File: src/rtl/window_fill_ctrl_pkg.sv
// Shared types and helpers for the window write-side controller.
// Default-geometry sizes live here; parametric widths come from the helper functions.
package window_fill_ctrl_pkg;

    typedef enum logic [1:0] {
        StIdle,
        StFillFull,
        StFillCol,
        StHold
    } fill_state_e;

    localparam int unsigned DEF_KERNEL_DIM  = 3;
    localparam int unsigned WINDOW_REG_SIZE = DEF_KERNEL_DIM * DEF_KERNEL_DIM;
    localparam int unsigned COL_W           = $clog2(DEF_KERNEL_DIM);

    // Counter width for a modulo-m counter; never narrower than one bit.
    function automatic int unsigned cnt_width(input int unsigned m);
        return (m > 1) ? $clog2(m) : 1;
    endfunction

    function automatic bit addr_fits(input int unsigned k, input int unsigned aw);
        return (64'(1) << aw) >= 64'(k * k);
    endfunction

endpackage

File: src/rtl/window_fill_ctrl_if.sv
// Element stream in and window-register write port out.
// The controller takes the slave view; the source/register side takes the master view.
interface window_fill_ctrl_if #(
    parameter int unsigned DATA_W = 8,
    parameter int unsigned ADDR_W = 4
);
    logic              s_valid;
    logic              s_ready;
    logic [DATA_W-1:0] s_data;
    logic              wr_en;
    logic [ADDR_W-1:0] wr_addr;
    logic [DATA_W-1:0] wr_data;

    modport master (
        output s_valid, s_data,
        input  s_ready, wr_en, wr_addr, wr_data
    );

    modport slave (
        input  s_valid, s_data,
        output s_ready, wr_en, wr_addr, wr_data
    );
endinterface

File: src/rtl/window_fill_ctrl_modk_counter.sv
// Modulo-MOD up counter with clear/load; wrap flags the increment from MOD-1 back to 0.
module modk_counter
    import window_fill_ctrl_pkg::*;
#(
    parameter int unsigned MOD = 3
) (
    input  logic                      clk,
    input  logic                      rst,
    input  logic                      clear,
    input  logic                      load,
    input  logic [cnt_width(MOD)-1:0] load_val,
    input  logic                      inc,
    output logic [cnt_width(MOD)-1:0] count,
    output logic                      wrap
);
    localparam int unsigned W = cnt_width(MOD);
    localparam logic [W-1:0] Last = W'(MOD - 1);

    logic [W-1:0] count_q;

    assign count = count_q;
    assign wrap  = inc && (count_q == Last);

    always_ff @(posedge clk) begin
        if (rst) begin
            count_q <= '0;
        end else if (clear) begin
            count_q <= '0;
        end else if (load) begin
            count_q <= load_val;
        end else if (inc) begin
            count_q <= wrap ? '0 : count_q + 1'b1;
        end
    end

endmodule

File: src/rtl/window_fill_ctrl.sv
// Write-side controller for the KxK window register: full column-major fills or
// single-column sliding refills, holding each complete window until acknowledged.
module window_fill_ctrl
    import window_fill_ctrl_pkg::*;
#(
    parameter int unsigned WINDOW_ELEMNT_SIZE = 8,
    parameter int unsigned KERNEL_DIM         = 3,
    parameter int unsigned ADDR_SIZE          = 4
) (
    input  logic                             i_clk,
    input  logic                             i_rst,
    input  logic                             i_start,
    input  logic                             i_slide,
    input  logic                             i_win_ack,
    window_fill_ctrl_if.slave                bus,
    output logic                             o_win_valid,
    output logic [cnt_width(KERNEL_DIM)-1:0] o_col_base,
    output logic                             o_busy
);
    localparam int unsigned ColW = cnt_width(KERNEL_DIM);
    localparam logic [ColW-1:0] LastCol = ColW'(KERNEL_DIM - 1);

    if (!addr_fits(KERNEL_DIM, ADDR_SIZE)) begin : g_addr_chk
        $error("ADDR_SIZE too small for KERNEL_DIM*KERNEL_DIM window");
    end

    fill_state_e     state_q, state_d;
    logic            win_valid_q, win_valid_d;
    logic [ColW-1:0] col_base_q, col_base_d;

    logic [ColW-1:0] row, col;
    logic            row_wrap, col_wrap;
    logic            row_clear, col_clear, col_load, col_inc;
    logic            xfer;

    assign bus.s_ready = (state_q == StFillFull) || (state_q == StFillCol);
    assign xfer        = bus.s_valid && bus.s_ready;
    assign bus.wr_en   = xfer;
    assign bus.wr_data = bus.s_data;
    assign bus.wr_addr = ADDR_SIZE'(row) * ADDR_SIZE'(KERNEL_DIM) + ADDR_SIZE'(col);

    // Column only advances during a full fill; a sliding refill stays on o_col_base.
    assign col_inc = row_wrap && (state_q == StFillFull);

    modk_counter #(.MOD(KERNEL_DIM)) u_row_cnt (
        .clk      (i_clk),
        .rst      (i_rst),
        .clear    (row_clear),
        .load     (1'b0),
        .load_val ('0),
        .inc      (xfer),
        .count    (row),
        .wrap     (row_wrap)
    );

    modk_counter #(.MOD(KERNEL_DIM)) u_col_cnt (
        .clk      (i_clk),
        .rst      (i_rst),
        .clear    (col_clear),
        .load     (col_load),
        .load_val (col_base_q),
        .inc      (col_inc),
        .count    (col),
        .wrap     (col_wrap)
    );

    always_comb begin
        state_d     = state_q;
        win_valid_d = win_valid_q;
        col_base_d  = col_base_q;
        row_clear   = 1'b0;
        col_clear   = 1'b0;
        col_load    = 1'b0;
        unique case (state_q)
            StIdle: begin
                if (i_start) begin
                    state_d   = StFillFull;
                    row_clear = 1'b1;
                    col_clear = 1'b1;
                end
            end
            StFillFull: begin
                if (col_wrap) begin
                    state_d     = StHold;
                    col_base_d  = '0;
                    win_valid_d = 1'b1;
                end
            end
            StFillCol: begin
                if (row_wrap) begin
                    state_d     = StHold;
                    col_base_d  = (col_base_q == LastCol) ? '0 : col_base_q + 1'b1;
                    win_valid_d = 1'b1;
                end
            end
            StHold: begin
                if (i_win_ack) begin
                    win_valid_d = 1'b0;
                    row_clear   = 1'b1;
                    if (i_slide) begin
                        state_d  = StFillCol;
                        col_load = 1'b1;
                    end else begin
                        state_d = StIdle;
                    end
                end
            end
            default: state_d = StIdle;
        endcase
    end

    always_ff @(posedge i_clk) begin
        if (i_rst) begin
            state_q     <= StIdle;
            win_valid_q <= 1'b0;
            col_base_q  <= '0;
        end else begin
            state_q     <= state_d;
            win_valid_q <= win_valid_d;
            col_base_q  <= col_base_d;
        end
    end

    assign o_win_valid = win_valid_q;
    assign o_col_base  = col_base_q;
    assign o_busy      = (state_q != StIdle);

endmodule

File: src/flat_wrapper.sv
// flat-port wrapper written by rule: the top's interface ports become plain ports
module window_fill_ctrl_flat import window_fill_ctrl_pkg::*;
#(
    parameter int unsigned WINDOW_ELEMNT_SIZE = 8,
    parameter int unsigned KERNEL_DIM         = 3,
    parameter int unsigned ADDR_SIZE          = 4
)
  (i_clk, i_rst, i_start, i_slide, i_win_ack, o_win_valid, o_col_base, o_busy, bus_s_valid, bus_s_data, bus_s_ready, bus_wr_en, bus_wr_addr, bus_wr_data);
  window_fill_ctrl_if #(.DATA_W(8), .ADDR_W(4)) bus_i ();
  input  logic i_clk;
  input  logic i_rst;
  input  logic i_start;
  input  logic i_slide;
  input  logic i_win_ack;
  output logic o_win_valid;
  output logic [cnt_width(KERNEL_DIM)-1:0] o_col_base;
  output logic o_busy;
  input wire logic [$bits(bus_i.s_valid)-1:0] bus_s_valid;
  input wire logic [$bits(bus_i.s_data)-1:0] bus_s_data;
  output wire logic [$bits(bus_i.s_ready)-1:0] bus_s_ready;
  output wire logic [$bits(bus_i.wr_en)-1:0] bus_wr_en;
  output wire logic [$bits(bus_i.wr_addr)-1:0] bus_wr_addr;
  output wire logic [$bits(bus_i.wr_data)-1:0] bus_wr_data;
  assign bus_i.s_valid = bus_s_valid;
  assign bus_i.s_data = bus_s_data;
  assign bus_s_ready = bus_i.s_ready;
  assign bus_wr_en = bus_i.wr_en;
  assign bus_wr_addr = bus_i.wr_addr;
  assign bus_wr_data = bus_i.wr_data;
  window_fill_ctrl #(.WINDOW_ELEMNT_SIZE(WINDOW_ELEMNT_SIZE), .KERNEL_DIM(KERNEL_DIM), .ADDR_SIZE(ADDR_SIZE)) u_core (.i_clk(i_clk), .i_rst(i_rst), .i_start(i_start), .i_slide(i_slide), .i_win_ack(i_win_ack), .bus(bus_i), .o_win_valid(o_win_valid), .o_col_base(o_col_base), .o_busy(o_busy));
endmodule
File: config.mk
export PLATFORM = sky130hd
export DESIGN_NAME = window_fill_ctrl_flat
export DESIGN_NICKNAME = d
export VERILOG_FILES = /design/src/rtl/window_fill_ctrl_pkg.sv /design/src/rtl/window_fill_ctrl_if.sv /design/src/rtl/window_fill_ctrl_modk_counter.sv /design/src/rtl/window_fill_ctrl.sv /design/src/flat_wrapper.sv
export SDC_FILE = /design/constraint.sdc
export NUM_CORES = 1
export LEC_CHECK = 0
export ABC_AREA = 1
export ABC_CLOCK_PERIOD_IN_PS = 1800
export CORE_MARGIN = 4
export CORE_UTILIZATION = 37
export CTS_CLUSTER_DIAMETER = 100
export DETAILED_ROUTE_END_ITERATION = 16
export HOLD_SLACK_MARGIN = 0.15
export PLACE_DENSITY = 0.81
export SLEW_MARGIN = 20
export SYNTH_ARGS = -nofsm -noshare
export SYNTH_HDL_FRONTEND = slang
export SYNTH_SLANG_ARGS = --single-unit
File: constraint.sdc
create_clock -name i_clk -period 1.8 [get_ports i_clk]
set_clock_uncertainty 0.05 [all_clocks]
set_input_delay 0.27 -clock i_clk [delete_from_list [all_inputs] [get_ports i_clk]]
set_output_delay 0.27 -clock i_clk [all_outputs]
set_load 0.03 [all_outputs]
==> results.json <==
{
  "status": "complete, but fails checks",
  "violations": "negative setup slack",
  "drcViolationCount": 0,
  "finalCriticalPeriod_ps": 2230,
  "avgSynthCellArea_um2": 6.66,
  "rsz0062_at_grt": "yes",
  "netlist.top_cell.by_area": "dfxtp_1",
  "start_util_pct": 41.0,
  "synth_top_area_share_pct": 24.4,
  "h-tree-depth": 1,
  "synth_cell_types": 15,
  "die_area_mm2": 0.00278,
  "cp_top_family": "adder cells",
  "hp-class": "reg2reg",
  "place_ws_ps": -472,
  "wl_mm": 1.58,
  "ys_top_cells_by_area": "dfxtp_1 24%, ha_1 14%, nand2_1 13%",
  "max_cap_violations": 0,
  "cts_sinks": 9,
  "critPathBufInv": 1,
  "cts_buffers": 3,
  "stdcell_area_um2": 943,
  "worstMarginPinSlew_ps": 309,
  "clockBufferDepth": 2,
  "holdWs_ps": 463,
  "die_x_um": 52.7,
  "fillers": 196,
  "core_area_mm2": 0.00180,
  "setup_ws_ps": -431,
  "grt_max_degree": 8,
  "viasPerCell": 4.78,
  "final_util_pct": 52.4,
  "drive_above_1_share_pct": 19.7,
  "syn_nets": 135,
  "cts_setup_buffers": 0,
  "final_common_cell": "nand2_1",
  "max-slew-margin-rel_pct": 79.3,
  "die_height_um": 52.7,
  "crit_chain": "fa_1 > ha_2 > fa_2 > buf_6",
  "antenna_found_initial": 0,
  "yosysWarnings": 0,
  "crit_path_start_kind": "flop",
  "firstDrtPassIters": 4,
  "finalSetupViolCount": 3,
  "ant_nets": 0,
  "hold_viol": 0,
  "fmax_mhz": 448,
  "ys_ff_latch": 9,
  "grt_pass1_wl_mm": 2.49,
  "finalNetCount": 152,
  "clk_latency_ps": 270,
  "hpwl_mm": 1.29,
  "tns_ps": -756,
  "grt_pass1_vias": 602,
  "syn_inst": 111,
  "critPathMaxStageDelay_ps": 520,
  "placed_area_um2": 896,
  "postCtsHoldBufs": 0,
  "critical_path_arrival_ps": 1910,
  "ys_seq_area_share_pct": 24.4,
  "gr-total-overflow": 0,
  "grtUsageTotal_pct": 12.2,
  "layout_common_cells": "26 x nand2_1, 18 x inv_1, 15 x nor2_1",
  "finalCritPeriodShare_pct": 124,
  "slew_viol_final": 0,
  "root_buffer": "clkbuf_4",
  "path_clk_slew_ps": 70,
  "powerDensity_mw_per_mm2": 1790,
  "worstPathMaxFanout": 2,
  "path_class": "reg2out",
  "antennaDiodeCount": 0,
  "drt-wirelength-per-cell_um": 10.4,
  "dr_total_vias": 726,
  "critPathRequiredTime_ps": 1480,
  "drt_iter0_drc": 7,
  "synthToLayoutAreaGrowth_pct": 27.6,
  "cts_tree": "built",
  "pin_count": 32,
  "critPathCaptureType": "primary output",
  "synth_area_um2": 739,
  "critical_path.slowest_cell": "fa_2",
  "gp_congestion": 0.923,
  "numPortBuffers": 15,
  "p_leak_nw": 0.498,
  "rows": 15,
  "ir_drop_mv": 1.20
}
Yosys cell counts, drive strengths merged:
library cell	instances
a21oi	5
and2	1
buf	8
dfxtp	9
fa	2
ha	8
inv	20
nand2	27
nand3	8
nand4	2
nor2	15
nor3	3
o21ai	3
where the power goes:
group          internal, mW  switching, mW
Sequential            0.277         0.0545
Clock                0.0860         0.0819
Combinational         0.469          0.718
Total                 0.832          0.854
cell type report:
type	instances	area [um^2]	share of cell area (%)
Inverter	20	75.1	7.96
Timing Repair Buffer	20	184	19.5
Tap cell	25	31.3	3.32
Multi-Input combinational cell	74	442	46.8
Sequential cell	9	185	19.6
Clock buffer	4	26.3	2.79
sequential cells by signal, indices dropped and copies added (netlist names):
signal,flops
u_core.o_col_base,2
u_core.o_win_valid,1
u_core.state_q,2
u_core.u_col_cnt.count,2
u_core.u_row_cnt.count,2
layer usage:
metal | share of wire, % | global-route usage, % | vias to the layer above
met1 | 42 | 13.8 | 334
met2 | 47 | 20.7 | 20
met4 | 1.4 | 4.26 | 0
met5 | 0 | 0 | -
li1 | - | - | 369
met3 | 9.1 | 4.56 | 3
through the flow:
| stage | power (mW) | cells |
|---|---|---|
| after floorplan | 1.16 | 111 |
| after global placement | 1.45 | 148 |
| after detailed placement | 1.47 | 148 |
| after CTS | 1.69 | 152 |
| after global routing | 1.85 | 152 |
| final | 1.69 | 152 |
worst reg2reg max path, delay by kind of cell, from the launching register on:
kind / cells / cell delay (ps)
fa+ha+maj: 1 / 210
buf+inv: 2 / 220
flops: 1 / 320
simple gates: 6 / 600
repair_timing:
action,in CTS,in global routing
resized for setup,9,9
endpoints found under the setup margin,6,4
pin swaps,3,2
cell families (layout without fill, tap and decap cells):
logic type | Yosys count | after routing | synth area share [%]
AND/OR/NAND/NOR | 56 | 56 | 33.0
flip-flops | 9 | 9 | 24.4
buffers and inverters | 28 | 44 | 18.3
adder cells (fa/ha/maj) | 10 | 10 | 19.0
AO/OA/AOI/OAI | 8 | 8 | 5.41
final timing paths:
kind | start | to | slack (ps) | cells after the start
worst max-delay path | u_core.u_col_cnt.count[1] | bus_wr_addr[2] | -430 | 4
worst min-delay path | u_core.o_win_valid | u_core.o_win_valid | 460 | 4
worst max register to register | u_core.u_row_cnt.count[0] | u_core.o_col_base[1] | 350 | 9
worst min register to register | u_core.o_win_valid | u_core.o_win_valid | 460 | 4
No activity file was read; power rests on OpenSTA's default activity.
